`src/rtl/fp_operand_reader_pkg.sv`:
```
// -----------------------------------------------------------------------------
// fp_operand_reader_pkg
//   Shared widths, types and a small helper for the FP register read port and
//   register-status table (Tomasulo issue side).
//
//   DATA_W   : operand / register width
//   TAG_W    : reservation-station tag width (tag 0 means "no producer")
//   REG_AW   : register address width (address 0 is the constant-zero source)
//   NUM_REGS : number of architectural FP registers (R1..R7)
// -----------------------------------------------------------------------------
package fp_operand_reader_pkg;

    localparam int DATA_W   = 16;
    localparam int TAG_W    = 3;
    localparam int REG_AW   = 3;
    localparam int NUM_REGS = 7;

    typedef logic [DATA_W-1:0] data_t;
    typedef logic [TAG_W-1:0]  tag_t;
    typedef logic [REG_AW-1:0] raddr_t;

    localparam tag_t NO_TAG = '0;

    // One resolved source operand: either a value (ready=1, tag=0) or the
    // tag of the reservation station that will produce it (ready=0, value=0).
    typedef struct packed {
        data_t value;
        tag_t  tag;
        logic  ready;
    } operand_t;

    // True when a valid CDB broadcast carries the producer tag t. Tag 0 is
    // never broadcast as a real producer, so it can never match.
    function automatic logic cdb_hits(input logic cdb_valid,
                                      input tag_t cdb_tag,
                                      input tag_t t);
        return cdb_valid && (cdb_tag != NO_TAG) && (t == cdb_tag);
    endfunction

endpackage

```
`src/rtl/fp_operand_resolve.sv`:
```
// -----------------------------------------------------------------------------
// fp_operand_resolve
//   Combinational resolution of one source operand at issue time.
//
//   addr       in  : source register address (0 = constant zero)
//   qi         in  : status-table entry for addr (NO_TAG when bank is current)
//   bank_value in  : register bank contents for addr
//   cdb_valid  in  : CDB broadcast this cycle
//   cdb_tag    in  : producer tag on the CDB
//   cdb_data   in  : result on the CDB
//   operand    out : resolved value / tag / ready
// -----------------------------------------------------------------------------
module fp_operand_resolve
    import fp_operand_reader_pkg::*;
(
    input  raddr_t   addr,
    input  tag_t     qi,
    input  data_t    bank_value,
    input  logic     cdb_valid,
    input  tag_t     cdb_tag,
    input  data_t    cdb_data,
    output operand_t operand
);

    always_comb begin
        operand = '0;
        if (addr == '0) begin
            // Register 0 reads as constant zero and is always available.
            operand.ready = 1'b1;
        end else if (qi == NO_TAG) begin
            operand.value = bank_value;
            operand.ready = 1'b1;
        end else if (cdb_hits(cdb_valid, cdb_tag, qi)) begin
            // Producer completes this very cycle: forward the CDB result so
            // the instruction does not wait on a tag that is about to vanish.
            operand.value = cdb_data;
            operand.ready = 1'b1;
        end else begin
            operand.tag = qi;
        end
    end

endmodule

```
`src/rtl/fp_operand_reader.sv`:
```
// -----------------------------------------------------------------------------
// fp_operand_reader
//   Issue-side read port and register-status table (Qi) for the 7-entry FP
//   register bank. Resolves two source operands per issued instruction,
//   records the destination's new producer tag, snoops the CDB to clear
//   completed producers and drives the bank's single write port.
//
//   clock, reset_n                 : clock, async active-low reset
//   issue_valid / issue_ready      : instruction handshake
//   src1_addr, src2_addr, dst_addr : register addresses (0 = zero / none)
//   dst_tag                        : RS tag allocated to the instruction
//   R1..R7                         : current register bank contents
//   cdb_valid, cdb_tag, cdb_data   : common data bus
//   writeEnable, dataAddress,
//   dataIn                         : bank write port (combinational from CDB)
//   out_valid / out_ready          : operand bundle handshake
//   op1_*, op2_*                   : operand bundle (value, tag, ready)
//
// Handshakes: a transfer happens on a rising edge where valid && ready.
// valid, once high, stays high with stable payload (apart from CDB snooping
// of a held bundle) until the transfer; ready may depend combinationally on
// the consumer's ready (issue_ready = !out_valid || out_ready) but never on
// the producer's valid.
// -----------------------------------------------------------------------------
module fp_operand_reader
    import fp_operand_reader_pkg::*;
(
    input  logic         clock,
    input  logic         reset_n,

    input  logic         issue_valid,
    output logic         issue_ready,
    input  raddr_t       src1_addr,
    input  raddr_t       src2_addr,
    input  raddr_t       dst_addr,
    input  tag_t         dst_tag,

    input  data_t        R1,
    input  data_t        R2,
    input  data_t        R3,
    input  data_t        R4,
    input  data_t        R5,
    input  data_t        R6,
    input  data_t        R7,

    input  logic         cdb_valid,
    input  tag_t         cdb_tag,
    input  data_t        cdb_data,

    output logic         writeEnable,
    output raddr_t       dataAddress,
    output data_t        dataIn,

    output logic         out_valid,
    input  logic         out_ready,
    output data_t        op1_value,
    output data_t        op2_value,
    output tag_t         op1_tag,
    output tag_t         op2_tag,
    output logic         op1_ready,
    output logic         op2_ready
);

    // Status table; index 0 is not stored because register 0 never has a
    // producer.
    tag_t                qi_q   [1:NUM_REGS];
    tag_t                qi_view[0:NUM_REGS];
    data_t               bank   [0:NUM_REGS];
    logic [NUM_REGS:1]   cdb_match;

    operand_t            op1_res, op2_res;
    operand_t            op1_q,   op2_q;
    logic                out_valid_q;
    logic                accept;

    // ---------------------------------------------------------------- views
    always_comb begin
        bank[0]    = '0;
        bank[1]    = R1;
        bank[2]    = R2;
        bank[3]    = R3;
        bank[4]    = R4;
        bank[5]    = R5;
        bank[6]    = R6;
        bank[7]    = R7;
        qi_view[0] = NO_TAG;
        for (int i = 1; i <= NUM_REGS; i++) begin
            qi_view[i] = qi_q[i];
        end
    end

    // ------------------------------------------------------- source resolve
    fp_operand_resolve u_resolve_src1 (
        .addr       (src1_addr),
        .qi         (qi_view[src1_addr]),
        .bank_value (bank[src1_addr]),
        .cdb_valid  (cdb_valid),
        .cdb_tag    (cdb_tag),
        .cdb_data   (cdb_data),
        .operand    (op1_res)
    );

    fp_operand_resolve u_resolve_src2 (
        .addr       (src2_addr),
        .qi         (qi_view[src2_addr]),
        .bank_value (bank[src2_addr]),
        .cdb_valid  (cdb_valid),
        .cdb_tag    (cdb_tag),
        .cdb_data   (cdb_data),
        .operand    (op2_res)
    );

    // ------------------------------------------------- write-port decode
    // Tags are unique among live producers, so at most one entry matches;
    // the bank write mirrors the CDB result into that register this cycle.
    always_comb begin
        cdb_match   = '0;
        writeEnable = 1'b0;
        dataAddress = '0;
        dataIn      = '0;
        for (int i = 1; i <= NUM_REGS; i++) begin
            if (cdb_hits(cdb_valid, cdb_tag, qi_q[i])) begin
                cdb_match[i] = 1'b1;
                writeEnable  = 1'b1;
                dataAddress  = raddr_t'(i);
                dataIn       = cdb_data;
            end
        end
    end

    // ------------------------------------------------------- handshake
    assign issue_ready = !out_valid_q || out_ready;
    assign accept      = issue_valid && issue_ready;

    // ------------------------------------------------------- status table
    // A new producer written by issue takes priority over a CDB clear of the
    // same entry: the older producer's result still reaches the bank, but the
    // register's future value now belongs to the newly issued instruction.
    always_ff @(posedge clock or negedge reset_n) begin
        if (!reset_n) begin
            for (int i = 1; i <= NUM_REGS; i++) begin
                qi_q[i] <= NO_TAG;
            end
        end else begin
            for (int i = 1; i <= NUM_REGS; i++) begin
                if (accept && (dst_addr == raddr_t'(i))) begin
                    qi_q[i] <= dst_tag;
                end else if (cdb_match[i]) begin
                    qi_q[i] <= NO_TAG;
                end
            end
        end
    end

    // ------------------------------------------------------- output stage
    function automatic operand_t snoop(input operand_t o,
                                       input logic     v,
                                       input tag_t     t,
                                       input data_t    d);
        operand_t r;
        r = o;
        if (!o.ready && cdb_hits(v, t, o.tag)) begin
            r.value = d;
            r.tag   = NO_TAG;
            r.ready = 1'b1;
        end
        return r;
    endfunction

    always_ff @(posedge clock or negedge reset_n) begin
        if (!reset_n) begin
            out_valid_q <= 1'b0;
            op1_q       <= '0;
            op2_q       <= '0;
        end else if (accept) begin
            out_valid_q <= 1'b1;
            op1_q       <= op1_res;
            op2_q       <= op2_res;
        end else if (out_valid_q && out_ready) begin
            out_valid_q <= 1'b0;
        end else if (out_valid_q) begin
            // Held bundle keeps watching the CDB so it never leaves with a
            // tag whose result has already been broadcast.
            op1_q <= snoop(op1_q, cdb_valid, cdb_tag, cdb_data);
            op2_q <= snoop(op2_q, cdb_valid, cdb_tag, cdb_data);
        end
    end

    assign out_valid = out_valid_q;
    assign op1_value = op1_q.value;
    assign op1_tag   = op1_q.tag;
    assign op1_ready = op1_q.ready;
    assign op2_value = op2_q.value;
    assign op2_tag   = op2_q.tag;
    assign op2_ready = op2_q.ready;

endmodule
```
`config.mk`:
```
export PLATFORM = sky130hd
export DESIGN_NAME = fp_operand_reader
export DESIGN_NICKNAME = d
export VERILOG_FILES = /design/src/rtl/fp_operand_reader_pkg.sv /design/src/rtl/fp_operand_resolve.sv /design/src/rtl/fp_operand_reader.sv
export SDC_FILE = /design/constraint.sdc
export NUM_CORES = 1
export LEC_CHECK = 0
export CAP_MARGIN = 5
export CORE_AREA = 2 2 113 115
export DETAILED_ROUTE_END_ITERATION = 8
export DIE_AREA = 0 0 115 117
export PLACE_DENSITY = 0.95
export SYNTH_ARGS = -nofsm -noshare
export SYNTH_HDL_FRONTEND = slang
export SYNTH_SLANG_ARGS = --single-unit
export TNS_END_PERCENT = 20
```
`constraint.sdc`:
```
create_clock -name clock -period 4.4 [get_ports clock]
set_clock_uncertainty 0.1 [all_clocks]
set_input_delay 0.44 -clock clock [delete_from_list [all_inputs] [get_ports clock]]
set_output_delay 0.44 -clock clock [all_outputs]
set_load 0.05 [all_outputs]
```
Yosys cells after proc, flatten, opt, wreduce, memory -nomap -nowiden
Cells that the tools add are included.
{"block": "word_totals", "input_bits": 148, "mem_bits_ro": 0, "latchBits": 0, "reg_bits": 62, "n_memories": 0, "word_cells": 161, "ram_bits": 0}
{"block": "classes", "eq_ne": 19, "mul": 0, "n_mux": 79, "shifts": 0, "reduce_logical": 45, "add_sub_neg": 0, "magnitude_cmp": 2, "bitwise": 2, "div_mod_pow": 0}
{"cell": "two-way mux 16 bit", "count": 15}
{"cell": "two-way mux 20 bit", "count": 8}
{"cell": "binary-select mux 16 bit (select 3 bit)", "count": 2}
{"cell": "two-way mux 3 bit", "count": 28}
{"cell": "two-way mux 19 bit", "count": 2}
{"cell": "equality test 3 bit", "count": 11}
{"cell": "logical AND 1 bit", "count": 23}
{"cell": "two-way mux 1 bit", "count": 22}
{"cell": "nonzero test 2 bit", "count": 11}
{"cell": "binary-select mux 3 bit (select 3 bit)", "count": 2}
{"cell": "equality test 3 bit (second input constant)", "count": 4}
{"cell": "logical NOT 3 bit", "count": 4}
{"cell": ">= comparator 4 bit (second input constant)", "count": 2}
{"cell": "NOT 3 -> 4 bit", "count": 2}
{"cell": "equality test 3 x 2 -> 1 bit (second input constant)", "count": 2}
{"cell": "AND reduction 3 bit", "count": 2}
{"cell": "equality test 3 x 1 -> 1 bit (second input constant)", "count": 1}
{"cell": "logical NOT 1 bit", "count": 3}
{"cell": "nonzero test 3 bit", "count": 1}
{"cell": "inequality test 2 bit (second input constant)", "count": 1}
{"cell": "logical OR 1 bit", "count": 1}

Longest topological paths before layout
{"block": "depth", "word_depth": 10, "ltp_mapped": 10, "mapped_depth_nobuf": 6}

Hierarchy
A second synthesis with hierarchy kept.
{"block": "unflattened", "hier_cells": 659, "hier_area_um2": 6067.1}
{"module": "fp_operand_reader", "instances": 1, "cells_per_inst": 575, "area_per_inst_um2": 5396.4}
{"module": "fp_operand_resolve", "instances": 2, "cells_per_inst": 42, "area_per_inst_um2": 335.3}

Worst setup path after synthesis
No wires, ideal clock.
{"block": "synth_timing", "path_type": "input-to-output", "start": "input cdb_tag[1]", "end": "output dataIn[10]", "required_time_ns": 3.860, "stages": 9, "arrival_time_ns": 2.877, "slack_ns": 0.983, "cell_sequence": "buf_2 buf_2 xnor2_1 nand4_1 and2_1 nand3_1 nor2_1 clkbuf_1 nor2b_1"}
{"block": "synth_between", "elab_chain_len": 10}
{"element": "start: declaration", "line_no": "fp_operand_reader.sv:47", "source": "input tag_t cdb_tag,"}
{"element": "nonzero test 3 bit", "line_no": "fp_operand_reader_pkg.sv:37", "source": "return cdb_valid && (cdb_tag != NO_TAG) && (t == cdb_tag);"}
{"element": "logical AND 1 bit (2 in a row)", "line_no": "fp_operand_reader_pkg.sv:37"}
{"element": "two-way mux 16 bit (6 in a row)", "line_no": "fp_operand_reader.sv:122", "source": "if (cdb_hits(cdb_valid, cdb_tag, qi_q[i])) begin"}
{"element": "two-way mux 16 bit (*)", "line_no": "fp_operand_reader.sv:122"}
{"element": "end: declaration", "line_no": "fp_operand_reader.sv:52", "source": "output data_t dataIn,"}
Mark *: on every way between the ends. The rest lies on a longest branch, timed or not.

Worst setup path in the final report
{"block": "layout_timing", "start": "input cdb_tag[2]", "end": "output dataAddress[0]"}
{"block": "layout_between", "elab_chain_len": 10}
{"element": "nonzero test 3 bit", "line_no": "fp_operand_reader_pkg.sv:37"}
{"element": "logical AND 1 bit (2 in a row)", "line_no": "fp_operand_reader_pkg.sv:37"}
{"element": "two-way mux 1 bit", "line_no": "fp_operand_reader.sv:122"}
{"element": "two-way mux 3 bit (5 in a row)", "line_no": "fp_operand_reader.sv:122"}
{"element": "two-way mux 3 bit (*)", "line_no": "fp_operand_reader.sv:122"}
{"element": "end: declaration", "line_no": "fp_operand_reader.sv:51", "source": "output raddr_t dataAddress,"}
Marks and branches as above.

==> impl_results.md <==
- Placer Congestion: 0.9811
- Post-CTS setup buffers: 0
- Layout filler cell count: 890
- CP max stage cell: clkdlybuf4s50_1
- Die width: 115 um
- Final-report max-slew violation count: 0
- Post-synthesis cell area: 0.006040 mm2
- Flop2flop setup slack: 1.40 ns
- Port bufs: around 210
- CP top delay family: buffers and inverters
- Syn_area_per_cell: 8.856 um2
- RSZ-0062 raised after global routing: false
- Startpoint types: primary input
- Post-synth net total: 830
- Setup_tns: 0 ns
- Largest fanout on the critical path: 9
- Post-synth EDFFs: 0
- Antenna Nets Post-Route: 0
- DR WL/cell: 22.69 um
- Worst path cell trace: clkdlybuf4s50_1 > o31a_1 > nand4_1 > o21ai_0 > a21boi_0 > o21ai_0 > clkdlybuf4s50_1
- Tcrit/Tclk final: 85.76%
- Fin Hold WS: -0.0004166 ns
- Worst rel slew slack: 37.54%
- Initial drt markers: 993
- ANT cells: 0
- Failing checks: negative hold slack
- Asr flop ratio synth: 100.0%
- Gate Count Post-Synth: approximately 680
- Initial Util: 49.05%
- Hold Buf Count CTS: 0
- Leakage power: 3.264 nW
- Yosys reg bits: 62
- Min Clock Period, post-route: ~3.8 ns
- Pre-Repair DR Iteration Count: 6
- Vias: roughly 7100
- Share of cells above drive strength 1: 14.17%
- First-pass GRT wire length: between 30000 and 40000 um
- VDD IR max: 0.2307 mV
- Status: complete, but fails checks
- Worst Tran Pin Value: ~0.92 ns
- Site row count: 41
- Die height: 117 um
- Nets: ~1000
- Utilization after layout: 68.84%
- Design area: 0.008476 mm2
- Maxcap violations: 0
- Clk sink count: between 60 and 70
- Crit path buffers/inverters: 2
- Clk_lat worst skew: 0.34 ns
- Register area share after synthesis: 25.69%
- Worst min-delay path category: primary input to async pin
- I/O pin cnt: 210
- Post-synth cell types: between 60 and 70
- Setup-failing EPs final: 0
- Core Area: around 0.012 mm2
- Largest net degree at the start of global routing: 48
- Num CTS Buffers: 9
- Hold Fails Final Rpt: 1
- R2R Path End: op2_tag[2]
- Clk buf depth: 2
- Critical path capture point: dataAddress[0]
- Post-DP HPWL: approximately 17000 um
- Area of the die: roughly 0.013 mm2
- Post-DP Area: roughly 0.0081 mm2
- Initial antenna violation count: 1
- H-tree depth: 3
- Synth warnings: 0
- Path type of the worst setup path: primary input to output port
- Total Routing Usage GR: 33.34%
- Crit-path max cell delay: 0.84 ns
- Number of global-route vias before repair: roughly 6600
- CP arrival: 3.23 ns
- Pwr dens: roughly 410 mW/mm2
- CP required: 3.86 ns
- CP Capture Type: output port
- R2r worst-path depth: 6
- # DRC: 0
- Critical Path Stages: 7
- RR Startpoint: qi_q[13]
- Max Clock Freq: between 200 and 300 MHz
- Clock Tree Root: clkbuf_16
- Vias per inst: about 7
- CP startpoint: cdb_tag[2]
- P&R area growth vs syn: 40.34%
- Top_reg_cell synth: dfrtp_1
- DRT Wirelength: ~23000 um
- Total grt overflow: 0
- Tot Pwr: 3.498 mW
- Post_cts resized: 0
- Clk slew on worst S/H paths: 0.05 ns
- CTS tree: yes
-- cells in the final DEF, fill, tap and decap left out, types with 17 or more instances in the layout --
cell type and n:
clkdlybuf4s50_1 189, nand2_1 80, dfrtp_1 62, buf_4 41, mux2i_1 37, nor2_1 34
mux2_2 32, a221oi_1 32, nor3_1 24, nor2b_1 22, o21ai_0 20, nand3_1 20
a21oi_1 20, o22ai_1 18, mux4_2 18, a31oi_1 17, a22oi_1 17
-- cell usage after synthesis, types with 16 or more instances --
master    count  area share [%]
nor2b_1      22             2.3
o31ai_1      16             2.0
nand3_1      20             1.7
nor3_1       24             2.0
a31oi_1      17             1.8
mux2i_1      37             6.1
a221oi_1     32             4.6
a21oi_1      20             1.7
o21ai_0      20             1.7
nor2_1       34             2.1
clkbuf_1     25             1.6
a22oi_1      17             2.1
buf_2        25             2.1
mux4_2       18             6.7
o22ai_1      18             1.9
nand2_1      80             5.0
mux2_2       32             6.0
dfrtp_1      62              26
-- state kept, by name, indices dropped and copies added (netlist names) --
register / flops
qi_q: 21
out_valid: 1
op1_tag: 3
op1_ready: 1
op2_ready: 1
op2_value: 16
op1_value: 16
op2_tag: 3
-- through the flow --
stage               std cells  hold slack, ns  worst slack [ns]
floorplan                 682         0.04441            0.9826
global placement         1002          0.3753            0.7829
detailed placement       1002          0.3762            0.7172
CTS                      1018         0.02355            0.7053
global route             1018         0.05559            0.4569
finish                   1018      -0.0004166            0.6267
-- area by class of cell --
| class | instances | area, um2 | area share, % |
|---|---|---|---|
| multi-input combinational | 553 | 4168 | 49.17 |
| timing repair buffer | 233 | 2215 | 26.13 |
| sequential | 62 | 1551 | 18.31 |
| clock buffer | 10 | 229.0 | 2.702 |
| tap | 150 | 187.7 | 2.214 |
| clock inverter | 6 | 110.1 | 1.299 |
| inverter | 4 | 15.01 | 0.1771 |
-- metal layers --
layer  wire, um  part of all wire (%)  vias to the layer above  global-route usage, %
li1           -                     -                     3050                      -
met1       8869                    38                     3315                  44.87
met2      10250                    44                      604                  50.35
met3       2931                    13                       86                  9.526
met4       1048                   4.5                        0                  14.54
met5          0                     0                        -                      0
-- report_power, final --
| part | total (mW) | internal [mW] | switching, mW |
|---|---|---|---|
| clock | 0.825 | 0.552 | 0.273 |
| sequential | 0.851 | 0.705 | 0.146 |
| combinational | 1.82 | 0.677 | 1.14 |
-- cell families after synthesis --
logic type	after synthesis	synth area share, %
compound gates	221	27.82
xor+xnor	28	4.185
buf+inv	67	5.303
flops	62	25.69
mux	96	20.55
simple gates	208	16.45
-- worst min path at each step --
stage | to | slack (ns) | cells past startpoint
2_1_floorplan | op1_ready | 0.04 | 0
3_3_place_gp | qi_q[2] | 0.38 | 1
3_5_place_dp | qi_q[2] | 0.38 | 1
4_1_cts | qi_q[2] | 0.02 | 1
5_1_grt | op1_value[13] | 0.06 | 1
6_report | qi_q[2] | -0.0004 | 1
No activity file was read; power rests on OpenSTA's default activity.
==> variant 1 (same flow settings) <==
Change the package constant `DATA_W` from 16 to 18.
--- a/src/rtl/fp_operand_reader_pkg.sv
+++ b/src/rtl/fp_operand_reader_pkg.sv
@@ -12,3 +12,3 @@
 
-    localparam int DATA_W   = 16;
+    localparam int DATA_W   = 18;
     localparam int TAG_W    = 3;
Ports: changed (11 resized); port bits go from 210 to 232. The function was not compared with the original's and may differ.
==> variant 1 against the original RTL <==
Area after synthesis grew 7.1%; maximum frequency grew 3.4%; count of clock-buffer cells in the layout is the same; worst setup slack gained 0.12 ns; total power grew 9.5%; synthesized cell count grew 11%; critical path depth grew 1; final area grew 7.5%; sequential cell count grew 4; routed wire length grew 7.8%; critical path type unchanged; highest routed layer unchanged.
==> variant 1: results (changes against the original RTL) <==
----------------------------------------------------
[Run status]
  Outcome ... completed

[STA]
  Final setup margin ... 0.750 ns (+0.123 ns)
  Max-slew headroom ... 39.3% (+1.8 points)

[Synth]
  Synth cell count leaders ... 101 x sky130_fd_sc_hd__nand2_1, 66 x sky130_fd_sc_hd__dfrtp_1, 66 x sky130_fd_sc_hd__nor2_1
  Leading post-synthesis cells by cell area ... sky130_fd_sc_hd__dfrtp_1 26%, sky130_fd_sc_hd__mux2i_1 9.0%, sky130_fd_sc_hd__mux4_2 8.0%
  Nets in the synthesized netlist ... 918 (+11%)
  Sequential cell area fraction in the yosys report ... 25.5% (-0.16 points)
  YS warnings ... 0 (unchanged)
  Distinct cell type count of the synthesized netlist ... 54 (-11%)

[Layout]
  Ratio of cells with drive above 1 in the final layout ... 13.2% (-0.99 points)
  Fin nets ... 1115 (+10%)
  FILL cells ... 859 (-3.5%)

[Power and ir drop]
  Power Density ... 420 mW/mm2 (+1.8%)
  Static Leakage ... 0.00362 uW (+11%)
  Sw power ... 1700 uW (+8.8%)
  Worst voltage drop across the vdd grid ... 256 uV (+11%)
  Relative contribution of sequential cells to total power ... 23.9% (-0.4 points)
  Clock network power share ... 23.8% (+0.2 points)

[Drt]
  Via/cell ratio ... 6.80 (-1.8%)
  Count of routing violations after the opening detailed-route iteration ... 1274 (+28%)
  Total detailed-routing wirelength ... 24900 um (+7.8%)

[Critical path]
  Critical Path Source ... cdb_tag[0]
  Reg-to-reg startpoint ... op2_tag[1]
  Worst-path maximum fanout ... 13 (+4)
  Register-to-register path setup slack ... 1.32 ns (-0.08 ns)
  Max incr delay on CP ... 0.82 ns (-0.02 ns)
  Reg-to-reg critical path endpoint ... op2_value[2]
  Data arrival, critical path ... 3.11 ns (-0.12 ns)

[Global routing]
  Antenna violations before repair ... 0 (-1)
  Maximum number of pins on one net before global-route repair ... 43 (-10%)
  Number of global-route vias before repair ... 6935 (+5.6%)
  Global-route usage over all layers ... 36.4% (+3.0 points)
  First-pass GRT wire length ... 37700 um (+8.2%)

[Clocking]
  Post_cts resized ... 0 (unchanged)
  Clock Root Buffer ... sky130_fd_sc_hd__clkbuf_16
  Post-CTS setup buffer count ... 0 (unchanged)
  Insertion delay of the later-clocked pin in the worst-skew pair ... 0.34 ns (about the same)

[Place]
  HPWL after detailed placement ... 19000 um (+12%)
  DP Worst Slack ... 0.725 ns (+0.00785 ns)
  Count of port buffers added during placement ... 231 (+11%)
  Global placement routability congestion ... 0.952 (-3.0%)

[Min path]
  Worst min-delay path class ... input pin to asynchronous set/reset pin

----------------------------------------------------
## variant 1: worst min path at each step
| stage | endpoint | slack, ns | cells past startpoint |
|---|---|---|---|
| 2_1_floorplan | op1_ready | 0.04 | 0 |
| 3_3_place_gp | op2_value[16] | 0.41 | 2 |
| 3_5_place_dp | op2_value[16] | 0.44 | 2 |
| 4_1_cts | qi_q[10] | 0.16 | 1 |
| 5_1_grt | qi_q[8] | 0.21 | 1 |
| 6_report | qi_q[8] | 0.13 | 1 |
## variant 1: routing by layer
metal / up-vias / global-route usage [%] / part of all wire (%)
li1: 3296 / - / -
met1: 3495 / 49.1 / 39
met2: 636 / 56.0 / 45
met3: 98 / 9.99 / 13
met4: 0 / 14.3 / 4.1
met5: - / 0 / 0
## variant 1: area by class of cell
cell class                 count  area (um2)  share of cell area [%]
multi-input combinational    617        4470                    49.0
timing repair buffer         254        2420                    26.6
sequential                    66        1650                    18.1
clock buffer                  10         239                    2.62
tap                          150         188                    2.06
clock inverter                 6         138                    1.51
inverter                       3        11.3                   0.124
## variant 1: cell families (layout without fill, tap and decap cells)
kind of cell              Yosys count  after routing  share of synthesized area, %
buffers and inverters              71            273                          5.45
and+or+nand+nor                   269            269                          19.1
xor gates and xnor gates           28             28                          3.79
AOI/OAI and AO/OA                 213            213                          24.5
muxes                             107            107                          21.6
DFF                                66             66                          25.5
## variant 1: worst max-delay path: cells and delay by family
kind                   cells  cell delay, ns
buffers and inverters      3            1.51
AOI/OAI and AO/OA          4            0.89
and+or+nand+nor            1            0.27
## variant 1: through the flow
step,cell area (um2),instances
after floorplan,6470,754
after global placement,8740,1090
after detailed placement,8740,1090
after CTS,9110,1106
after global routing,9110,1106
final,9110,1106
==> variant 2 (same flow settings) <==
Made on the original files. Reset style: synchronous (`reset_n`), changed in 2 clocked blocks. Comments in the files are not updated.
--- a/src/rtl/fp_operand_reader.sv
+++ b/src/rtl/fp_operand_reader.sv
@@ -138,3 +138,3 @@
     // register's future value now belongs to the newly issued instruction.
-    always_ff @(posedge clock or negedge reset_n) begin
+    always_ff @(posedge clock) begin
         if (!reset_n) begin
@@ -169,3 +169,3 @@
 
-    always_ff @(posedge clock or negedge reset_n) begin
+    always_ff @(posedge clock) begin
         if (!reset_n) begin
Check against the original RTL: differs if reset_n is asserted again (counterexample within 4 cycles, from zero or initial values and one cycle with reset_n low); with reset_n held inactive, the same outputs for 4 cycles.
==> variant 2 against the original RTL <==
Sequential cell count unchanged; die area stayed put; total power fell by 34%; register-to-register slack got worse by 0.06 ns; hold slack gained 0.37 ns; worst setup slack improved by 0.075 ns; area after synthesis decreased by 2.7%; utilization decreased by 2.3 points; sequential share of layout area fell by 0.60 points; routed wire length fell by 7.7%; synthesized cell count fell by 2.6%; final area down 3.3%; critical path type unchanged; largest power group unchanged.
==> variant 2: results (changes against the original RTL) <==
----------------------------------------------------
[Synth]
  FFs w/ async S/R, synth ... 0% (-100 points)
  Sequential cell area fraction in the yosys report ... 24.7% (-0.98 points)
  Top-area cell type share of the netlist area ... 14.0% (-12 points)
  Nets in the synthesized netlist ... 812 (-2.2%)
  Synth cell count leaders ... 105 x sky130_fd_sc_hd__o21ai_0, 79 x sky130_fd_sc_hd__nand2_1, 41 x sky130_fd_sc_hd__dfxtp_1
  Gate count after technology mapping ... 664 (-2.6%)
  Distinct cell type count of the synthesized netlist ... 48 (-21%)
  Leading register cell type out of synthesis ... sky130_fd_sc_hd__dfxtp_1
  Leading post-synthesis cells by cell area ... sky130_fd_sc_hd__dfxtp_1 14%, sky130_fd_sc_hd__mux4_2 12%, sky130_fd_sc_hd__edfxtp_1 11%

[Critical path]
  Reg-to-reg critical path endpoint ... op1_value[3]
  Number of cell instances on the worst register-to-register path ... 7 (+1)
  Worst-path maximum fanout ... 12 (+3)
  Data arrival, critical path ... 3.16 ns (-0.07 ns)

[Power and ir drop]
  Share of total power consumed by net switching ... 36.2% (-8.6 points)
  Worst voltage drop across the vdd grid ... 196 uV (-15%)
  Static Leakage ... 0.00312 uW (-4.3%)

[Min path]
  Worst min-delay path class ... flip-flop to flip-flop

[Layout]
  Share of the final layout cell area in multi-input gates ... 50.0% (+0.86 points)
  Fraction of cell area in non-clock buffers ... 26.0% (-0.091 points)
  FILL cells ... 922 (+3.6%)
  # clk buffers ... 12 (+2)
  Layout-stage area growth over the synthesis result ... 39.6%
  Buffers outside the clock class ... 224 (-3.9%)
  Count of inverters other than clock inverters in the layout ... 8 (+4)
  Relative area of clock buffers and inverters in the final design ... 3.57% (-0.43 points)
  Multi-In Gates ... 533 (-3.6%)
  Count of placed standard cells in the final layout, fillers left out ... 993 (-2.5%)
  Ratio of cells with drive above 1 in the final layout ... 18.6% (+4.5 points)

[Global routing]
  First-pass GRT wire length ... 31900 um (-8.7%)
  Number of global-route vias before repair ... 6080 (-7.4%)
  Maximum number of pins on one net before global-route repair ... 39 (-19%)
  Antenna violations before repair ... 0 (-1)

[STA]
  Min Hold Slack ... 0.371 ns (+0.372 ns)
  Worst-Margin Slew ... 1.17 ns (+0.241 ns)

[Place]
  Number of placed instances, taps included ... 977 (-2.5%)
  HPWL after detailed placement ... 16000 um (-5.6%)
  Global placement routability congestion ... 0.992 (+1.1%)

[Drt]
  Initial DRT Pass Iterations ... 7 (+1)
  Routed via count ... 6332 (-10%)
  Total detailed-routing wirelength ... 21300 um (-7.7%)

[Run status]
  Outcome ... completed

----------------------------------------------------
## variant 2: critical path: cells and delay by family
| family | cells | cell delay (ns) |
|---|---|---|
| AO/OA/AOI/OAI | 3 | 0.45 |
| buffers and inverters | 3 | 1.53 |
| AND/OR/NAND/NOR | 3 | 0.72 |
## variant 2: how the worst max path moves through the flow
stage / startpoint / to / slack [ns] / depth (start not counted)
final: cdb_tag[2] / dataAddress[0] / 0.70 / 9
after global routing: cdb_tag[0] / dataAddress[0] / 0.58 / 9
after CTS: cdb_tag[0] / dataAddress[0] / 0.76 / 9
after detailed placement: cdb_tag[0] / dataAddress[0] / 0.77 / 9
after global placement: src1_addr[0] / op1_value[3] / 0.83 / 8
after floorplan: cdb_tag[0] / dataAddress[1] / 0.53 / 6
## variant 2: cell families after synthesis
logic type	synth area share [%]
xor gates and xnor gates	5.18
AOI/OAI and AO/OA	25.7
buffers and inverters	5.56
muxes	21.7
DFF	24.7
and+or+nand+nor	17.2
## variant 2: power groups by stage
stage                     logic [uW]  registers, uW  clock network (uW)
after floorplan                  485            752                   0
after global placement           888            674                   0
after detailed placement         904            675                   0
after CTS                        909            663                 712
after global routing             974            668                 735
final                            920            665                 715
## variant 2: through the flow
step                cell area (um2)  setup WS [ns]
finish                         8200          0.702
global route                   8200          0.577
CTS                            8200          0.760
detailed placement             7910          0.768
global placement               7910          0.828
floorplan                      5870          0.531
## variant 2: metal layers
layer	global-route usage [%]	vias up	routed length [um]
met1	39.3	2997	8410
met4	11.9	0	788
li1	-	2866	-
met2	50.5	409	10200
met3	6.75	60	1930
met5	0	-	0
